### config.mk
export PLATFORM = sky130hd
export DESIGN_NAME = key_search_scheduler
export DESIGN_NICKNAME = d
export VERILOG_FILES = /design/src/rtl/key_search_pkg.sv /design/src/rtl/key_search_scheduler_rr_arbiter.sv /design/src/rtl/key_search_scheduler.sv
export SDC_FILE = /design/constraint.sdc
export NUM_CORES = 1
export LEC_CHECK = 0
export ABC_AREA = 1
export CAP_MARGIN = 15
export CORE_UTILIZATION = 39
export DETAILED_ROUTE_END_ITERATION = 10
export PLACE_DENSITY = 0.56
export SLEW_MARGIN = 15
export SYNTH_ARGS = -nofsm -noshare
export SYNTH_HDL_FRONTEND = slang
export SYNTH_SLANG_ARGS = --single-unit
### constraint.sdc
create_clock -name clk -period 3.8 [get_ports clk]
set_input_delay 0.76 -clock clk [delete_from_list [all_inputs] [get_ports clk]]
set_output_delay 0.76 -clock clk [all_outputs]
set_load 0.005 [all_outputs]
### src/rtl/key_search_pkg.sv
// key_search_pkg: shared state type, key width default, key type and round-robin one-hot pick
package key_search_pkg;
  typedef enum logic [1:0] {IDLE, RUN, FOUND, EXHAUSTED} state_t;
  localparam int KEY_WIDTH_DEF = 24;
  typedef logic [KEY_WIDTH_DEF-1:0] key_t;
  function automatic logic [7:0] rr_pick(input logic [7:0] req, input logic [2:0] ptr, input int n);
    logic [7:0] g;
    logic [2:0] j;
    g = '0;
    for (int i = 0; i < 8; i++) begin
      j = 3'((int'(ptr) + i) % n);
      if (i < n && g == '0 && req[j]) g[j] = 1'b1;
    end
    return g;
  endfunction
endpackage

### src/rtl/key_search_scheduler_rr_arbiter.sv
// rr_arbiter: round-robin one-hot grant over req starting at an internal pointer, pointer moves past the winner on adv
module rr_arbiter
  import key_search_pkg::*;
#(
  parameter int N = 4
) (
  input  logic         clk,
  input  logic         reset_n,
  input  logic [N-1:0] req,
  input  logic         adv,
  output logic [N-1:0] grant
);
  logic [2:0] ptr, idx;
  logic [7:0] pick;
  always_comb begin
    pick = rr_pick(8'(req), ptr, N);
    idx = '0;
    for (int i = 0; i < 8; i++) if (pick[i]) idx = 3'(i);
  end
  assign grant = pick[N-1:0];
  always_ff @(posedge clk or negedge reset_n)
    if (!reset_n) ptr <= '0;
    else if (adv) ptr <= (int'(idx) == N - 1) ? '0 : idx + 3'd1;
endmodule

### src/rtl/key_search_scheduler.sv
// key_search_scheduler: dispatches consecutive candidate keys round-robin to RC4 cores, aborts on first hit, reports winner
module key_search_scheduler
  import key_search_pkg::*;
#(
  parameter int                   NUM_CORES = 4,
  parameter int                   KEY_WIDTH = KEY_WIDTH_DEF,
  parameter logic [KEY_WIDTH-1:0] KEY_MAX   = KEY_WIDTH'(24'h3FFFFF)
) (
  input  logic                 clk,
  input  logic                 reset_n,
  input  logic                 start,
  output logic [NUM_CORES-1:0] core_start,
  output logic [KEY_WIDTH-1:0] core_key,
  input  logic [NUM_CORES-1:0] core_done,
  input  logic [NUM_CORES-1:0] core_found,
  output logic                 core_abort,
  output logic                 busy,
  output logic                 search_done,
  output logic                 key_found,
  output logic [KEY_WIDTH-1:0] found_key,
  output logic [KEY_WIDTH-1:0] current_key
);
  localparam logic [KEY_WIDTH:0] KEY_LIM = {1'b0, KEY_MAX};
  state_t state, state_n;
  logic [KEY_WIDTH:0] next_key, nk_n;
  logic [NUM_CORES-1:0] busy_vec, busy_n, done_v, found_v, grant;
  logic [KEY_WIDTH-1:0] key_reg [NUM_CORES];
  logic [KEY_WIDTH-1:0] fk_n, win_key;
  logic kf_n, sd_n, abort_n, disp;
  rr_arbiter #(.N(NUM_CORES)) u_arb (
    .clk     (clk),
    .reset_n (reset_n),
    .req     (~busy_vec),
    .adv     (disp),
    .grant   (grant)
  );
  always_comb begin
    done_v = core_done & busy_vec;
    found_v = done_v & core_found;
    disp = state == RUN && next_key <= KEY_LIM && busy_vec != '1;
    core_start = disp ? grant : '0;
    core_key = disp ? next_key[KEY_WIDTH-1:0] : '0;
    win_key = '0;
    for (int i = NUM_CORES - 1; i >= 0; i--) if (found_v[i]) win_key = key_reg[i];
    state_n = state;
    nk_n = next_key;
    busy_n = busy_vec;
    fk_n = found_key;
    kf_n = key_found;
    sd_n = search_done;
    abort_n = 1'b0;
    if (state == RUN) begin
      busy_n = (busy_vec & ~done_v) | core_start;
      nk_n = next_key + (KEY_WIDTH+1)'(disp);
      if (found_v != '0) begin
        state_n = FOUND;
        busy_n = '0;
        fk_n = win_key;
        kf_n = 1'b1;
        sd_n = 1'b1;
        abort_n = 1'b1;
      end else if (nk_n > KEY_LIM && busy_n == '0) begin
        state_n = EXHAUSTED;
        sd_n = 1'b1;
      end
    end else if (start) begin
      state_n = RUN;
      nk_n = '0;
      busy_n = '0;
      fk_n = '0;
      kf_n = 1'b0;
      sd_n = 1'b0;
    end
  end
  always_ff @(posedge clk or negedge reset_n) begin
    if (!reset_n) begin
      state <= IDLE;
      next_key <= '0;
      busy_vec <= '0;
      found_key <= '0;
      key_found <= 1'b0;
      search_done <= 1'b0;
      core_abort <= 1'b0;
      for (int i = 0; i < NUM_CORES; i++) key_reg[i] <= '0;
    end else begin
      state <= state_n;
      next_key <= nk_n;
      busy_vec <= busy_n;
      found_key <= fk_n;
      key_found <= kf_n;
      search_done <= sd_n;
      core_abort <= abort_n;
      for (int i = 0; i < NUM_CORES; i++) if (core_start[i]) key_reg[i] <= next_key[KEY_WIDTH-1:0];
    end
  end
  assign busy = state == RUN;
  assign current_key = next_key[KEY_WIDTH-1:0];
endmodule

After elaboration in Yosys (flattened, before gate mapping)
Index checks and enable logic that the tools add are counted.

word-level totals
  register bits = 156
  output and inout bits = 80

operators by class
  add/subtract/negate cells = 5
  bitwise gates (word level) = 12
  $lt $le $gt $ge = 10
  multiplexer cells = 54
  reduce and logical (&&, ||, !) cells = 21
  equal/unequal tests = 5

operators by type and width
  kind                                                               number
  two-way mux 24 bit                                                 8
  two-way mux 25 bit                                                 2
  adder 25 x 1 -> 25 bit                                             1
  > comparator 25 x 22 -> 1 bit, second input constant               1
  less-or-equal comparator 25 x 22 -> 1 bit, second input constant   1
  logical NOT 8 bit                                                  3
  two-way mux 8 bit                                                  3
  bitwise OR 8 bit                                                   3
  two-way mux 4 bit                                                  5
  two-way mux 1 bit                                                  17
  two-way mux 3 bit                                                  5
  AND 4 bit                                                          3
  < comparator 3 x 4 -> 1 bit, second input constant                 3
  two-way mux 2 bit                                                  6
  logical AND 1 bit                                                  10
  binary-select mux 1 bit (select 3 bit)                             3
  demux 1 bit (select 3 bit)                                         3
  greater-or-equal comparator 3 x 1 -> 1 bit, second input constant  3
  inverter 4 bit                                                     2
  OR reduction 2 bit                                                 3
  adder 2 x 1 -> 2 bit, second input constant                        2
  adder 2 bit, second input constant                                 2
  logical NOT 4 bit                                                  1
  < comparator 2 x 4 -> 1 bit, second input constant                 1
  13 further kinds                                                   16

Logic depth before layout (Yosys ltp)
  depth in word-level cells = 24
  depth in mapped cells = 22
  gate-level depth less buffers = 22

Hierarchy
A second synthesis with hierarchy kept.

second synthesis, totals
  cell total of the unflattened synthesis = 954
  area, all modules = 7838.8 um^2

by module, submodules not included
  module                instances  area an instance (um^2)  seq. area each (um^2)  cells each
  key_search_scheduler  1          7283.2                   3828.7                 860
  rr_arbiter            1          555.5                    50.0                   94

Worst setup path after synthesis
Ideal clock, no wire load.

  kind = register to register
  from = register, netlist name search_done
  to = register search_done
  cell stages (with the launch flop) = 22
  period minus slack after synthesis = 3.104 ns
  arrival = 2.987 ns
  buffers on the path = 0
  required time = 3.683 ns
  slack = 0.696 ns
  cell sequence = dfrtp_1 -> nor2_1 -> nand4_1 -> nor2_2 -> ha_1 -> ha_1 -> inv_1 -> nor3_1 -> inv_1 -> nor2_1 -> nand2_1 -> nor3_2 -> nand4_1 -> xor2_1 -> inv_1 -> nand2_1 -> o21ai_0 -> nor2_1 -> nand3_2 -> nand2_1 -> nand2_1 -> nand2_1

RTL lines
  element               line                        source
  end signal, assigned  key_search_scheduler.sv:91  search_done <= sd_n;
  end, declared         key_search_scheduler.sv:18  output logic search_done,

Worst setup path after layout
  from = register u_arb.ptr[1]
  to = output core_start[3]

between the ends
  word-level cells in the longest chain between the ends = 16
  elaborated cells on any way between the ends = 51

RTL lines
  element                                                                                                                 line                                   source
  start, declared                                                                                                         key_search_scheduler_rr_arbiter.sv:13  logic [2:0] ptr, idx;
  start signal, assigned                                                                                                  key_search_scheduler_rr_arbiter.sv:23  else if (adv) ptr <= (int'(idx) == N - 1) ? '0 : idx + 3'd1;
  adder 2 x 1 -> 2 bit                                                                                                    key_search_pkg.sv:11                   j = 3'((int'(ptr) + i) % n);
  OR reduction 2 bit (no line)                                                                                            n/a
  AND 1 bit (no line)                                                                                                     n/a
  < comparator 3 x 4 -> 1 bit (not written as such) / greater-or-equal comparator 3 x 1 -> 1 bit (equally long branches)  key_search_pkg.sv:12                   if (i < n && g == '0 && req[j]) g[j] = 1'b1;
  logical AND 1 bit (not written as such)                                                                                 key_search_pkg.sv:12
  two-way mux 1 bit (not written as such)                                                                                 key_search_pkg.sv:12
  demux 1 bit (select 3 bit)                                                                                              n/a
  bitwise OR 8 bit (no line)                                                                                              n/a
  two-way mux 8 bit                                                                                                       key_search_pkg.sv:12
  logical NOT 8 bit                                                                                                       key_search_pkg.sv:12
  logical AND 1 bit                                                                                                       key_search_pkg.sv:12
  two-way mux 8 bit                                                                                                       key_search_pkg.sv:12
  logical NOT 8 bit                                                                                                       key_search_pkg.sv:12
  logical AND 1 bit                                                                                                       key_search_pkg.sv:12
  two-way mux 8 bit (*)                                                                                                   key_search_pkg.sv:12
  two-way mux 4 bit (*)                                                                                                   key_search_scheduler.sv:41             core_start = disp ? grant : '0;
  end, declared                                                                                                           key_search_scheduler.sv:12             output logic [NUM_CORES-1:0] core_start,

Mark *: on every way between the ends. The rest lies on a longest branch, timed or not. The select of a mux whose other input is x is not followed.

==> summary.md <==
| Metric | Value |
|---|---|
| Post-DP HPWL | `13100 µm` |
| Number of flip-flops in the largest register | `96` |
| WP buf/inv | `5` |
| CP Launch Type | `flop` |
| Dpl cells | `approximately 1200` |
| Synth Area in XOR/XNOR | `0.343%` |
| Sequential share of the synthesized area | `50.6%` |
| H-tree depth | `4` |
| DRT antenna net count | `0` |
| Fin nets | `roughly 1000` |
| Setup TNS | `0 ps` |
| CTS Sinks | `approximately 160` |
| CP Class | `flop to output port` |
| Synth top cells by count | `nand2_1, dfrtp_1, inv_1` |
| Leak Pwr | `approximately 4.0 nW` |
| Vias in the first global route | `6131` |
| Placed cell area | `between 8000 and 9000 µm²` |
| Async S/R FF share, synth | `100%` |
| Post-synth top area share | `about half` |
| Finished Layout Cells | `roughly 1300` |
| Post-Synth Simple-Gate Area | `about a fifth` |
| Yosys cell types | `40` |
| Row cnt | `50` |
| Total grt overflow | `0` |
| Critical-path cell list | `buf_4 -> buf_4 -> ha_1 -> a21oi_4 -> nand3_1 -> nand2_2 -> nor2_2 -> nand3_1 -> nand2_2 -> nor2_4 -> buf_4 -> nand3_1 -> nand3_2 -> nand2_2 -> inv_1 -> dlygate4sd2_1` |
| Syn. warnings | `0` |
| Synth Instances | `916` |
| Clock Root Buffer | `clkbuf_16` |
| Skew final | `roughly 6.7 ps` |
| CP max stage cell | `dfrtp_1` |
| Worst-margin pin slew | `744 ps` |
| Setup crit end kind | `output port` |
| Die outline height | `about 140 µm` |
| Initial antenna violation count | `0` |
| HP Class | `input pin to async pin` |
| Mapped Avg Cell Area | `8.37 µm²` |
| Share of layout cells above drive strength 1 | `12.1%` |
| Port Buffers | `between 80 and 90` |
| Main combinational cell family by area after synthesis | `simple AND/OR/NAND/NOR gates` |
| IO Pins | `91` |
| # setup viols final | `0` |
| Slew Limit Fails | `0` |
| CTS tree | `built` |
| Die area | `between 20000 and 25000 µm²` |
| Slew headroom | `around 50%` |
| Area grow syn2layout | `21.5%` |
| Peak supply drop | `0.000486 V` |
| Worst-path clk slew | `~60 ps` |
| Max_cap viols | `0` |
| CTS Buf Count | `17` |
| Antenna diode count | `0` |
| Flop2flop setup slack | `about 680 ps` |
| Critical path depth | `16` |
| Multiplexer share of the synthesized area | `less than 1%` |
| Yosys reg bits | `155` |
| Initial Utilization | `approximately two fifths` |
| Final GP Congestion | `~0.82` |
| Family with the most delay on the worst path | `simple AND/OR/NAND/NOR gates` |
| Die span in x | `142 µm` |
| Max FO, Critical Path | `5` |
| Synth Flop Type | `dfrtp_1` |
| Post-synthesis adder-cell area fraction | `under 10%` |
| DRT iter0 DRCs | `405` |
| Leading area contributor after synthesis | `dfrtp_1` |
| Clock Tree Buf Depth | `2` |
| Pwr dens | `between 600 and 700 nW/µm²` |
| Worst Path Arrival | `2900 ps` |
| Post-Route Utilization | `between 40% and 50%` |
| Maximum clock rate | `between 200 and 300 MHz` |
| Status | `complete, no violations` |
| Endpoints failing hold | `0` |
| Overall Global Routing Usage | `21.4%` |
| Most instantiated library cell after synthesis | `nand2_1` |
| Cell area after synthesis | `~7700 µm²` |
| Fillers | `1936` |
| Largest net degree at the start of global routing | `78` |
| Post-synth EDFFs | `0` |
| Worst path max stage delay | `a little over 400 ps` |
| Fin crit share | `between 90% and 100%` |
| Total number of vias | `6298` |
| Final WL | `a little over 20000 µm` |
| First-pass GRT wire length | `32900 µm` |
| WL per Instance | `approximately 16 µm` |
| DR DRC count | `0` |
| Final min period | `around 3700 ps` |
| Top cells by area, synth | `dfrtp_1, nand2_1, inv_1` |
| Reg2Reg Depth | `21` |
| Via/cell ratio | `5.01` |
| Worst EP required | `roughly 3000 ps` |
| Hold WS | `365 ps` |
| CTS Hold Bufs | `0` |
| Post-synthesis compound-gate area fraction | `about 17%` |
| Final Cell Area | `around 9300 µm²` |
| Clock Latency Late Sink | `~430 ps` |
| Placeable core area | `between 15000 and 20000 µm²` |
| Drt pass-1 iters | `5` |
final timing paths:
path | to | start
max | core_start[3] | u_arb.ptr[1]
min | key_reg[54] | reset_n
max in group asynchronous | found_key[19] | reset_n
min reg2reg | key_reg[75] | key_reg[75]
min in group clk | key_reg[75] | key_reg[75]
max reg2reg | search_done | next_key[22]
placed cells by master (no fill, tap or decap), drive strengths merged, types with 3 or more instances in the layout:
cell / instances
clkinv: 5
inv: 123
o31a: 3
a31oi: 3
a21oi: 31
nor3: 8
dfrtp: 155
nand3: 39
xor2: 3
o22ai: 9
nand2: 182
buf: 29
nor4: 3
nor2: 60
ha: 7
o221ai: 24
nand4: 7
o21ai: 157
clkbuf: 23
clkdlybuf4s50: 83
or2: 25
cells by family after synthesis:
| family | after synthesis |
|---|---|
| simple gates | 326 |
| compound gates | 232 |
| buf+inv | 191 |
| flops | 155 |
| fa+ha+maj | 7 |
| xor+xnor | 3 |
| other cells | 1 |
| mux | 1 |
metal layers:
layer / vias up / wire length (µm) / track usage [%] / share of wire, %
met3: 22 / 936 / 5.01 / 4.6
met2: 140 / 9140 / 32.7 / 45
li1: 3103 / - / - / -
met1: 3033 / 10000 / 30.5 / 49
met4: 0 / 237 / 5.43 / 1.2
met5: - / 0 / 0 / 0
repair_timing:
action	in CTS	in global routing
gates resized for setup	14	10
pin swaps	2	5
buffers inserted	4	6
endpoints found under the setup margin	4	4
through the flow:
step | power, mW | worst slack [ps]
after floorplan | 3.74 | 696
after global placement | 4.35 | 260
after detailed placement | 4.35 | 195
after CTS | 6.15 | 0.936
after global routing | 6.65 | -23.2
final | 6.24 | 144
final cells by class:
type | count | area, µm² | share of cell area (%)
clock buffers | 23 | 478 | 5.13
clock inverters | 7 | 91.3 | 0.980
inverters | 124 | 470 | 5.05
multi-input cells | 571 | 2970 | 31.9
flip-flops and latches | 155 | 3880 | 41.6
well taps | 260 | 325 | 3.49
repair buffers | 116 | 1110 | 11.9
report_power, final:
part,switching (mW),internal (mW)
logic,1.85,0.848
clock network,0.652,1.01
registers,0.0906,1.79
Note: power is estimated with default switching activity, not from simulation.
